<file path="src/rtl/cnt290_pkg.sv">
// Shared types and constants for the ttl74290 command sequencer.
package cnt290_pkg;

    typedef enum logic [1:0] {
        OP_CLEAR    = 2'd0,
        OP_SET9     = 2'd1,
        OP_COUNT    = 2'd2,
        OP_COUNT_TO = 2'd3
    } op_e;

    typedef enum logic [2:0] {
        S_IDLE,
        S_SETUP,
        S_ASSERT,
        S_LOW,
        S_HIGH,
        S_SETTLE,
        S_DONE
    } state_e;

    typedef enum logic [1:0] {
        PH_IDLE,
        PH_LOW,
        PH_HIGH
    } phase_e;

    localparam int COUNT_TO_LIMIT = 16;

    function automatic logic is_reset_op(input op_e op);
        return (op == OP_CLEAR) || (op == OP_SET9);
    endfunction

endpackage

</file>
<file path="src/rtl/cnt290_seq_if.sv">
// Command/status bus between the stimulus master and the counter sequencer.
interface cnt290_seq_if
    import cnt290_pkg::*;
#(
    parameter int CNT_W = 8
);
    logic             cmd_valid;
    logic             cmd_ready;
    op_e              cmd_op;
    logic [1:0]       cmd_mode;
    logic [CNT_W-1:0] cmd_n;
    logic             busy;
    logic             done;
    logic             err;
    logic [3:0]       result;

    modport master (
        output cmd_valid, cmd_op, cmd_mode, cmd_n,
        input  cmd_ready, busy, done, err, result
    );

    modport slave (
        input  cmd_valid, cmd_op, cmd_mode, cmd_n,
        output cmd_ready, busy, done, err, result
    );
endinterface

</file>
<file path="src/rtl/cnt290_pulse_gen.sv">
// Generates one low/high count pulse on cpa or cpb per start request.
// A start on the last HIGH cycle chains the next pulse with no idle gap.
module cnt290_pulse_gen
    import cnt290_pkg::*;
#(
    parameter int PULSE_W = 16,
    parameter int GAP_W   = 16
) (
    input  logic clk,
    input  logic rst,
    input  logic start,
    input  logic sel,
    output logic cpa,
    output logic cpb,
    output logic low_end,
    output logic pulse_done
);
    localparam int MAXW = (PULSE_W > GAP_W) ? PULSE_W : GAP_W;
    localparam int CW   = $clog2(MAXW + 1);

    phase_e          phase, phase_next;
    logic [CW-1:0]   cnt, cnt_next;
    logic            cpa_next, cpb_next;

    assign low_end    = (phase == PH_LOW)  && (cnt == '0);
    assign pulse_done = (phase == PH_HIGH) && (cnt == '0);

    always_comb begin
        phase_next = phase;
        cnt_next   = cnt;
        cpa_next   = cpa;
        cpb_next   = cpb;
        if (start) begin
            phase_next = PH_LOW;
            cnt_next   = CW'(PULSE_W - 1);
            cpa_next   = sel;
            cpb_next   = !sel;
        end else begin
            unique case (phase)
                PH_LOW: begin
                    if (cnt == '0) begin
                        phase_next = PH_HIGH;
                        cnt_next   = CW'(GAP_W - 1);
                        cpa_next   = 1'b1;
                        cpb_next   = 1'b1;
                    end else begin
                        cnt_next = cnt - CW'(1);
                    end
                end
                PH_HIGH: begin
                    if (cnt == '0) phase_next = PH_IDLE;
                    else           cnt_next   = cnt - CW'(1);
                end
                default: ;
            endcase
        end
    end

    always_ff @(posedge clk) begin
        if (rst) begin
            phase <= PH_IDLE;
            cnt   <= '0;
            cpa   <= 1'b1;
            cpb   <= 1'b1;
        end else begin
            phase <= phase_next;
            cnt   <= cnt_next;
            cpa   <= cpa_next;
            cpb   <= cpb_next;
        end
    end

endmodule

</file>
<file path="src/rtl/cnt290_seq.sv">
// Command-driven sequencer for a 2-5-10 decade counter: drives mode, reset,
// preset and clock lines for each command and reports the settled count.
module cnt290_seq
    import cnt290_pkg::*;
#(
    parameter int PULSE_W  = 16,
    parameter int GAP_W    = 16,
    parameter int HOLD_W   = 4,
    parameter int SETTLE_W = 2,
    parameter int CNT_W    = 8
) (
    input  logic         clk,
    input  logic         rst,
    cnt290_seq_if.slave  cmd,
    output logic         s1,
    output logic         s0,
    output logic         r0a,
    output logic         r0b,
    output logic         r9a,
    output logic         r9b,
    output logic         cpa,
    output logic         cpb,
    input  logic         qd,
    input  logic         qc,
    input  logic         qb,
    input  logic         qa
);
    localparam int TMAX = (HOLD_W > SETTLE_W) ? HOLD_W : SETTLE_W;
    localparam int TW   = $clog2(TMAX + 1);

    state_e           state, next_state;
    op_e              op_q;
    logic [3:0]       target;
    logic [CNT_W-1:0] remaining;
    logic [4:0]       pulses;
    logic             err_flag;
    logic [TW-1:0]    timer;
    logic [3:0]       q_in;
    logic             accept, pulse_start, limit_hit, low_end, pulse_done;

    assign q_in          = {qd, qc, qb, qa};
    assign cmd.cmd_ready = (state == S_IDLE) && !rst;
    assign accept        = cmd.cmd_valid && cmd.cmd_ready;

    cnt290_pulse_gen #(
        .PULSE_W (PULSE_W),
        .GAP_W   (GAP_W)
    ) u_pulse (
        .clk        (clk),
        .rst        (rst),
        .start      (pulse_start),
        .sel        (s0),
        .cpa        (cpa),
        .cpb        (cpb),
        .low_end    (low_end),
        .pulse_done (pulse_done)
    );

    always_comb begin
        next_state  = state;
        pulse_start = 1'b0;
        limit_hit   = 1'b0;
        unique case (state)
            S_IDLE:   if (accept) next_state = S_SETUP;
            S_SETUP: begin
                if (is_reset_op(op_q))                            next_state = S_ASSERT;
                else if (op_q == OP_COUNT && remaining == '0)     next_state = S_SETTLE;
                else if (op_q == OP_COUNT_TO && q_in == target)   next_state = S_SETTLE;
                else begin
                    next_state  = S_LOW;
                    pulse_start = 1'b1;
                end
            end
            S_ASSERT: if (timer == '0) next_state = S_SETTLE;
            S_LOW:    if (low_end)     next_state = S_HIGH;
            // q is only judged once the pulse has fully returned high.
            S_HIGH: begin
                if (pulse_done) begin
                    if (op_q == OP_COUNT) begin
                        if (remaining == CNT_W'(1)) next_state = S_SETTLE;
                        else begin
                            next_state  = S_LOW;
                            pulse_start = 1'b1;
                        end
                    end else if (q_in == target) begin
                        next_state = S_SETTLE;
                    end else if (pulses == 5'(COUNT_TO_LIMIT)) begin
                        next_state = S_SETTLE;
                        limit_hit  = 1'b1;
                    end else begin
                        next_state  = S_LOW;
                        pulse_start = 1'b1;
                    end
                end
            end
            S_SETTLE: if (timer == '0) next_state = S_DONE;
            S_DONE:   next_state = S_IDLE;
            default:  next_state = S_IDLE;
        endcase
    end

    always_ff @(posedge clk) begin
        if (rst) begin
            state      <= S_IDLE;
            op_q       <= OP_CLEAR;
            target     <= '0;
            remaining  <= '0;
            pulses     <= '0;
            err_flag   <= 1'b0;
            timer      <= '0;
            s1         <= 1'b0;
            s0         <= 1'b0;
            r0a        <= 1'b0;
            r0b        <= 1'b0;
            r9a        <= 1'b0;
            r9b        <= 1'b0;
            cmd.busy   <= 1'b0;
            cmd.done   <= 1'b0;
            cmd.err    <= 1'b0;
            cmd.result <= '0;
        end else begin
            state <= next_state;
            if (accept) begin
                op_q      <= cmd.cmd_op;
                target    <= cmd.cmd_n[3:0];
                remaining <= cmd.cmd_n;
                pulses    <= '0;
                err_flag  <= 1'b0;
                {s1, s0}  <= cmd.cmd_mode;
            end
            if (pulse_start) pulses <= pulses + 5'd1;
            if (state == S_HIGH && pulse_done && op_q == OP_COUNT)
                remaining <= remaining - CNT_W'(1);
            if (limit_hit) err_flag <= 1'b1;
            // One shared timer covers both the ASSERT hold and the SETTLE wait.
            if (next_state == S_ASSERT && state != S_ASSERT)      timer <= TW'(HOLD_W - 1);
            else if (next_state == S_SETTLE && state != S_SETTLE) timer <= TW'(SETTLE_W - 1);
            else if (timer != '0)                                 timer <= timer - TW'(1);
            r0a      <= (next_state == S_ASSERT) && (op_q == OP_CLEAR);
            r0b      <= (next_state == S_ASSERT) && (op_q == OP_CLEAR);
            r9a      <= (next_state == S_ASSERT) && (op_q == OP_SET9);
            r9b      <= (next_state == S_ASSERT) && (op_q == OP_SET9);
            cmd.busy <= (next_state != S_IDLE);
            cmd.done <= (next_state == S_DONE);
            if (next_state == S_DONE) begin
                cmd.result <= q_in;
                cmd.err    <= err_flag;
            end
        end
    end

endmodule

</file>
<file path="src/flat_wrapper.sv">
// flat-port wrapper written by rule: the top's interface ports become plain ports
module cnt290_seq_flat import cnt290_pkg::*;
#(
    parameter int PULSE_W  = 16,
    parameter int GAP_W    = 16,
    parameter int HOLD_W   = 4,
    parameter int SETTLE_W = 2,
    parameter int CNT_W    = 8
)
  (clk, rst, s1, s0, r0a, r0b, r9a, r9b, cpa, cpb, qd, qc, qb, qa, cmd_cmd_valid, cmd_cmd_op, cmd_cmd_mode, cmd_cmd_n, cmd_cmd_ready, cmd_busy, cmd_done, cmd_err, cmd_result);
  cnt290_seq_if #(.CNT_W(CNT_W)) cmd_i ();
  input  logic clk;
  input  logic rst;
  output logic s1;
  output logic s0;
  output logic r0a;
  output logic r0b;
  output logic r9a;
  output logic r9b;
  output logic cpa;
  output logic cpb;
  input  logic qd;
  input  logic qc;
  input  logic qb;
  input  logic qa;
  input wire logic [$bits(cmd_i.cmd_valid)-1:0] cmd_cmd_valid;
  input wire logic [$bits(cmd_i.cmd_op)-1:0] cmd_cmd_op;
  input wire logic [$bits(cmd_i.cmd_mode)-1:0] cmd_cmd_mode;
  input wire logic [$bits(cmd_i.cmd_n)-1:0] cmd_cmd_n;
  output wire logic [$bits(cmd_i.cmd_ready)-1:0] cmd_cmd_ready;
  output wire logic [$bits(cmd_i.busy)-1:0] cmd_busy;
  output wire logic [$bits(cmd_i.done)-1:0] cmd_done;
  output wire logic [$bits(cmd_i.err)-1:0] cmd_err;
  output wire logic [$bits(cmd_i.result)-1:0] cmd_result;
  assign cmd_i.cmd_valid = cmd_cmd_valid;
  assign cmd_i.cmd_op = cmd_cmd_op;
  assign cmd_i.cmd_mode = cmd_cmd_mode;
  assign cmd_i.cmd_n = cmd_cmd_n;
  assign cmd_cmd_ready = cmd_i.cmd_ready;
  assign cmd_busy = cmd_i.busy;
  assign cmd_done = cmd_i.done;
  assign cmd_err = cmd_i.err;
  assign cmd_result = cmd_i.result;
  cnt290_seq #(.PULSE_W(PULSE_W), .GAP_W(GAP_W), .HOLD_W(HOLD_W), .SETTLE_W(SETTLE_W), .CNT_W(CNT_W)) u_core (.clk(clk), .rst(rst), .cmd(cmd_i), .s1(s1), .s0(s0), .r0a(r0a), .r0b(r0b), .r9a(r9a), .r9b(r9b), .cpa(cpa), .cpb(cpb), .qd(qd), .qc(qc), .qb(qb), .qa(qa));
endmodule
</file>
<file path="config.mk">
export PLATFORM = sky130hd
export DESIGN_NAME = cnt290_seq_flat
export DESIGN_NICKNAME = d
export VERILOG_FILES = /design/src/rtl/cnt290_pkg.sv /design/src/rtl/cnt290_seq_if.sv /design/src/rtl/cnt290_pulse_gen.sv /design/src/rtl/cnt290_seq.sv /design/src/flat_wrapper.sv
export SDC_FILE = /design/constraint.sdc
export NUM_CORES = 1
export LEC_CHECK = 0
export CAP_MARGIN = 20
export CORE_AREA = 10 10 79 81
export CTS_CLUSTER_SIZE = 28
export DETAILED_ROUTE_END_ITERATION = 8
export DIE_AREA = 0 0 89 91
export PLACE_DENSITY = 0.88
export SLEW_MARGIN = 20
export SYNTH_ARGS = -nofsm -noshare
export SYNTH_HDL_FRONTEND = slang
export SYNTH_SLANG_ARGS = --single-unit
</file>
<file path="constraint.sdc">
create_clock -name clk -period 2.75 [get_ports clk]
set_input_delay 0.55 -clock clk [delete_from_list [all_inputs] [get_ports clk]]
set_output_delay 0.55 -clock clk [all_outputs]
set_load 0.02 [all_outputs]
</file>
Word-level counts from Yosys, hierarchy flattened

Index checks and enable logic that the tools add are counted.

Bits in registers: 46
Input port bits: 19
Output and inout port bits: 16
Logic and storage cells: 135

Add/subtract/negate cells: 4
Equality and inequality tests: 24
Mux-type cells: 48
Reductions and logical operators: 37

Operators by type and width:

| cell                                                  | count |
|---|---|
| 2-to-1 mux 3 bit                                      | 12 |
| 2-to-1 mux 1 bit                                      | 20 |
| 2-to-1 mux 5 bit                                      | 4 |
| case mux 3 bit (6 select lines)                       | 1 |
| 2-to-1 mux 8 bit                                      | 2 |
| equality test 3 bit, second input constant            | 4 |
| logical AND 1 bit                                     | 12 |
| nonzero test 2 bit                                    | 6 |
| nonzero test 3 bit                                    | 4 |
| 2-to-1 mux 2 bit                                      | 5 |
| case mux 5 bit (2 select lines)                       | 1 |
| equality test 3 x 2 -> 1 bit, second input constant   | 3 |
| equality test 8 x 1 -> 1 bit, second input constant   | 1 |
| logical NOT 8 bit                                     | 1 |
| subtractor 8 x 1 -> 8 bit, second input constant      | 1 |
| equality test 2 bit, second input constant            | 3 |
| logical NOT 3 bit                                     | 2 |
| inequality test 3 x 1 -> 1 bit, second input constant | 2 |
| inequality test 3 x 2 -> 1 bit, second input constant | 2 |
| AND reduction 2 bit                                   | 3 |
| AND reduction 3 bit                                   | 2 |
| adder 5 x 1 -> 5 bit, second input constant           | 1 |
| equality test 5 bit, second input constant            | 1 |
| logical NOT 5 bit                                     | 1 |
| other kinds (16)                                      | 19 |

Longest topological paths before layout

Depth in word-level cells: 10
Depth in mapped cells: 9
Gate-level depth less buffers: 8

Cells and area by module

Synthesis repeated with hierarchy kept, for this count alone.

Cells, all modules: 287
Area, all modules: 2404.8 µm²

Modules (own cells, without submodules):

| module           | times used | cells an instance | area each (µm²) | sequential area each (µm²) |
|---|---|---|---|---|
| cnt290_seq       | 1          | 230               | 1895.6          | 740.7 |
| cnt290_pulse_gen | 1          | 57                | 509.2           | 180.2 |

Least setup slack after synthesis

No wires, ideal clock.

Path kind: input-to-reg
From: input rst
To: register u_core.timer[1]
Setup time: 0.123 ns
Arrival time: 2.204 ns
Required time: 2.627 ns
Slack: 0.423 ns
Stages: 7
Path buffers: 1
Cell sequence: nor4_1 -> and2_1 -> buf_2 -> a21oi_1 -> o21ai_0 -> and3_4 -> o22ai_1

Cells in the longest elaborated chain, start to end: 9
Elaborated cells on any way between the ends: 12
Classes of those cells: 2 x eq/ne; 4 x mux; 6 x reduce/logical

Ends and longest elaborated chain:

| what                            | RTL line           | RTL |
|---|---|---|
| from (decl)                     | flat_wrapper.sv:13 | `input logic rst;` |
| logical NOT 1 bit               | cnt290_seq.sv:42   | `assign cmd.cmd_ready = (state == S_IDLE) && !rst;` |
| logical AND 1 bit               | cnt290_seq.sv:42   |  |
| logical AND 1 bit               | cnt290_seq.sv:43   | `assign accept = cmd.cmd_valid && cmd.cmd_ready;` |
| 2-to-1 mux 3 bit                | cnt290_seq.sv:64   | `S_IDLE: if (accept) next_state = S_SETUP;` |
| case mux 3 bit (6 select lines) | cnt290_seq.sv:63   | `unique case (state)` |
| equality test 3 bit             | cnt290_seq.sv:137  | `else if (next_state == S_SETTLE && state != S_SETTLE) timer <= TW'(SETTLE_W - 1);` |
| logical AND 1 bit               | cnt290_seq.sv:137  |  |
| 2-to-1 mux 2 bit                | cnt290_seq.sv:137  |  |
| 2-to-1 mux 2 bit                | cnt290_seq.sv:136  | `if (next_state == S_ASSERT && state != S_ASSERT) timer <= TW'(HOLD_W - 1);` |
| to (signal assigned)            | cnt290_seq.sv:136  |  |
| to (signal assigned)            | cnt290_seq.sv:137  |  |
| to (signal assigned)            | cnt290_seq.sv:138  | `else if (timer != '0) timer <= timer - TW'(1);` |
| to (decl)                       | cnt290_seq.sv:37   | `logic [TW-1:0] timer;` |

Parallel ways exist; a longest one is shown, timed or not.
A chain may end at the register's enable or synchronous reset.

Final worst setup path

From: input rst
To: output cmd_cmd_ready

Cells in the longest elaborated chain, start to end: 2

Ends and longest elaborated chain:

| what              | RTL line           | RTL |
|---|---|---|
| logical NOT 1 bit | cnt290_seq.sv:42   |  |
| logical AND 1 bit | cnt290_seq.sv:42   |  |
| to (decl)         | flat_wrapper.sv:30 | `output wire logic [$bits(cmd_i.cmd_ready)-1:0] cmd_cmd_ready;` |

No other way between the ends.

==> results by group <==
Timing
  – Final Worst Setup Slack: 0.2247 ns
  – Crit path time final: 2.525 ns
  – Final Max Slew Viols: 0
  – Max_slew headroom: 0.6090
  – RSZ-0062 raised after global routing: false
  – Hold Vio Cnt, Final: 0
  – Final clock period utilization by the worst path: 0.9183
  – Final number of setup-violating endpoints: 0
  – Slew @ Worst Pin: 0.5844 ns
  – Clock skew: 0.01006 ns
  – Max Fclk: 0.3960 GHz
  – Setup TNS: 0 ns
  – Worst hold slack: 0.4796 ns

Critical path
  – Reg2Reg Depth: 8
  – CP startpoint kind: primary input
  – CP Max Fanout: 2
  – Worst R2R Start: u_core.u_pulse.cnt[0]
  – CP Class: in -> out
  – Worst EP required: 2.20 ns
  – CP Capture Type: output port
  – Worst setup endpoint: cmd_cmd_ready
  – Setup crit start: rst
  – Reg2reg end: u_core.timer[2]
  – WP data arrival: 1.98 ns
  – R2R setup slack: 0.25 ns

Route
  – 1st-iter DRT viols: 141
  – Final wirelength: 5661 um
  – Per-cell routed wire length: 15.22 um
  – DRC: 0
  – DR vias/cell: 5.750
  – DRT Pass-1 Iters: 4
  – Vias: 2139
  – DRT antenna net count: 0

Placement
  – Post-DP HPWL: 4136 um
  – Final GP Congestion: 0.8638
  – Post-DP Area: 0.002823 mm^2
  – Place WS: 0.1464 ns
  – # port buffers: 34

Clocking
  – Gates resized, CTS repair: 0
  – Clk Latency, worst-skew pair: 0.30 ns
  – CTS Buf Count: 5
  – Clock slew at reported path FFs: 0.08 ns
  – Clock root buffer master: clkbuf_8
  – Clock sink count: 46
  – CTS Buffer Depth: 2
  – CTS tree: done
  – H-tree depth: 2
  – Hold Buf Count CTS: 0
  – Post-CTS Setup Inserts: 0

Finish
  – Fin util: 0.6298
  – Final Cell Area: 0.002935 mm^2
  – Area Overhead vs Synth: 17.83%
  – Most frequent cells in the layout: 46 x dfxtp_1, 34 x clkdlybuf4s50_1, 32 x nand2_1, 30 x a21oi_1, 27 x nor2_1
  – Area of the multi-input gates: 0.001393 mm^2
  – N_diodes: 0
  – Final #Nets: 348
  – Most common cell after layout, fill and taps aside: dfxtp_1
  – Register Area: 920.9 um^2
  – Layout cells sized above 1: 0.08805
  – Layout filler cell count: 391

Floorplan
  – Die X: 89 um
  – Full die area: 0.008099 mm^2
  – Initial core utilization: 0.5345
  – Rows: 25
  – Die Y: 91 um
  – Core Area: 0.004661 mm^2
  – Num ports: 35

Run
  – Max cap viols: 0

Logic synthesis
  – Most used DFF post-synth: dfxtp_1
  – Avg Synthesized Cell Area: 8.710 um^2
  – Ys Warns: 0
  – Synth Instances: 286
  – FF+latch count, synth: 46
  – Post-synthesis mux area share: 0.03666
  – Post-synthesis sequential area ratio: 0.3697
  – Async set or reset register ratio after synthesis: 0
  – Syn nets: 316
  – Synth Area in Compound Gates: 0.1888
  – Synth Area in Adders: 0.05525
  – EDFF count, synth: 0
  – Largest family of logic cells by synthesized area: simple AND/OR/NAND/NOR gates
  – Synthesized area: 0.002491 mm^2
  – Post-Synth XOR/XNOR Area: 0.02461
  – Synth Area in Simple Gates: 0.2536
  – Yosys cell types: 60

Power and ir drop
  – Leakage dissipation: 0.001075 uW
  – Max rail drop VDD: 0.3034 mV
  – PD cells: 740.7 mW/mm^2

Global route
  – Pin count of the biggest net entering global routing: 40
  – Gr ovfl total: 0
  – Antenna violations before repair: 0
  – GRT Util Overall: 0.1444
  – Vias in the first global route: 2145
  – First-pass GRT wire length: 9687 um

Hold path
  – Hold Path Class: reg -> reg

Run status
  – Outcome: finished clean
==> critical path: stages <==
cell and delay (ns):
clkdlybuf4s50_1 0.45, nor4_1 0.28, clkdlybuf4s50_1 0.69
==> registers in the layout (all words and copies together) (netlist names) <==
register              cells
u_core.remaining          8
u_core.pulses             5
u_core.u_pulse.cnt        5
u_core.cmd.result         4
u_core.target             4
u_core.state              3
u_core.timer              3
u_core.op_q               2
u_core.u_pulse.phase      2
u_core.cmd.busy           1
u_core.cmd.done           1
u_core.cmd.err            1
u_core.err_flag           1
u_core.r0a                1
u_core.r9b                1
u_core.s0                 1
u_core.s1                 1
u_core.u_pulse.cpa        1
u_core.u_pulse.cpb        1
==> logic make-up (layout without fill, tap and decap cells) <==
kind of cell,count (synthesis),in the layout
buffers and inverters,29,61
AND/OR/NAND/NOR,111,111
multiplexers,9,9
AO/OA/AOI/OAI,73,73
XOR/XNOR,7,7
flip-flops,46,46
adder cells (fa/ha/maj),11,11
==> how the worst min path moves through the flow <==
| stage | startpoint | to | slack [ns] | cells after the start |
|---|---|---|---|---|
| 2_1_floorplan | u_core.target[0] | u_core.target[0] | 0.45 | 2 |
| 3_3_place_gp | u_core.s1 | u_core.s1 | 0.44 | 2 |
| 3_5_place_dp | u_core.target[1] | u_core.target[1] | 0.47 | 2 |
| 4_1_cts | u_core.target[0] | u_core.target[0] | 0.48 | 2 |
| 5_1_grt | u_core.target[0] | u_core.target[0] | 0.50 | 2 |
| 6_report | u_core.target[0] | u_core.target[0] | 0.48 | 2 |
==> report_power, final <==
group | internal [uW] | switching, uW
combinational | 368 | 454
clock | 291 | 215
sequential | 755 | 91.0
total | 1410 | 760
==> cells in the mapped netlist, drive strengths merged (5+ instances only) <==
cell type | n | area share
dfxtp | 46 | 0.37
nand2 | 32 | 0.048
a21oi | 30 | 0.060
nor2 | 27 | 0.041
inv | 13 | 0.020
o21ai | 13 | 0.026
ha | 11 | 0.055
buf | 9 | 0.029
mux2i | 8 | 0.032
nand3 | 8 | 0.016
a31oi | 7 | 0.018
clkbuf | 7 | 0.023
xnor2 | 7 | 0.025
and2 | 5 | 0.013
nand2b | 5 | 0.013
o211ai | 5 | 0.017
==> metrics by stage <==
step / power (uW) / cells
3_5_place_dp: 1676 / 365
2_1_floorplan: 1464 / 286
6_report: 2174 / 372
3_3_place_gp: 1648 / 365
5_1_grt: 2322 / 372
4_1_cts: 2184 / 372
==> per-layer routing <==
metal  global-route usage  wire length (um)
met5                    0                 0
met4              0.06366               150
met3              0.03217               290
met2               0.2331              2679
met1               0.1776              2541
==> layout make-up <==
| type | count | area share |
|---|---|---|
| multi-input cells | 211 | 0.4744 |
| clock inverters | 1 | 0.01023 |
| well taps | 54 | 0.02302 |
| repair buffers | 41 | 0.1338 |
| flip-flops and latches | 46 | 0.3137 |
| clock buffers | 6 | 0.02813 |
| inverters | 13 | 0.01662 |
No activity file was read; power rests on OpenSTA's default activity.
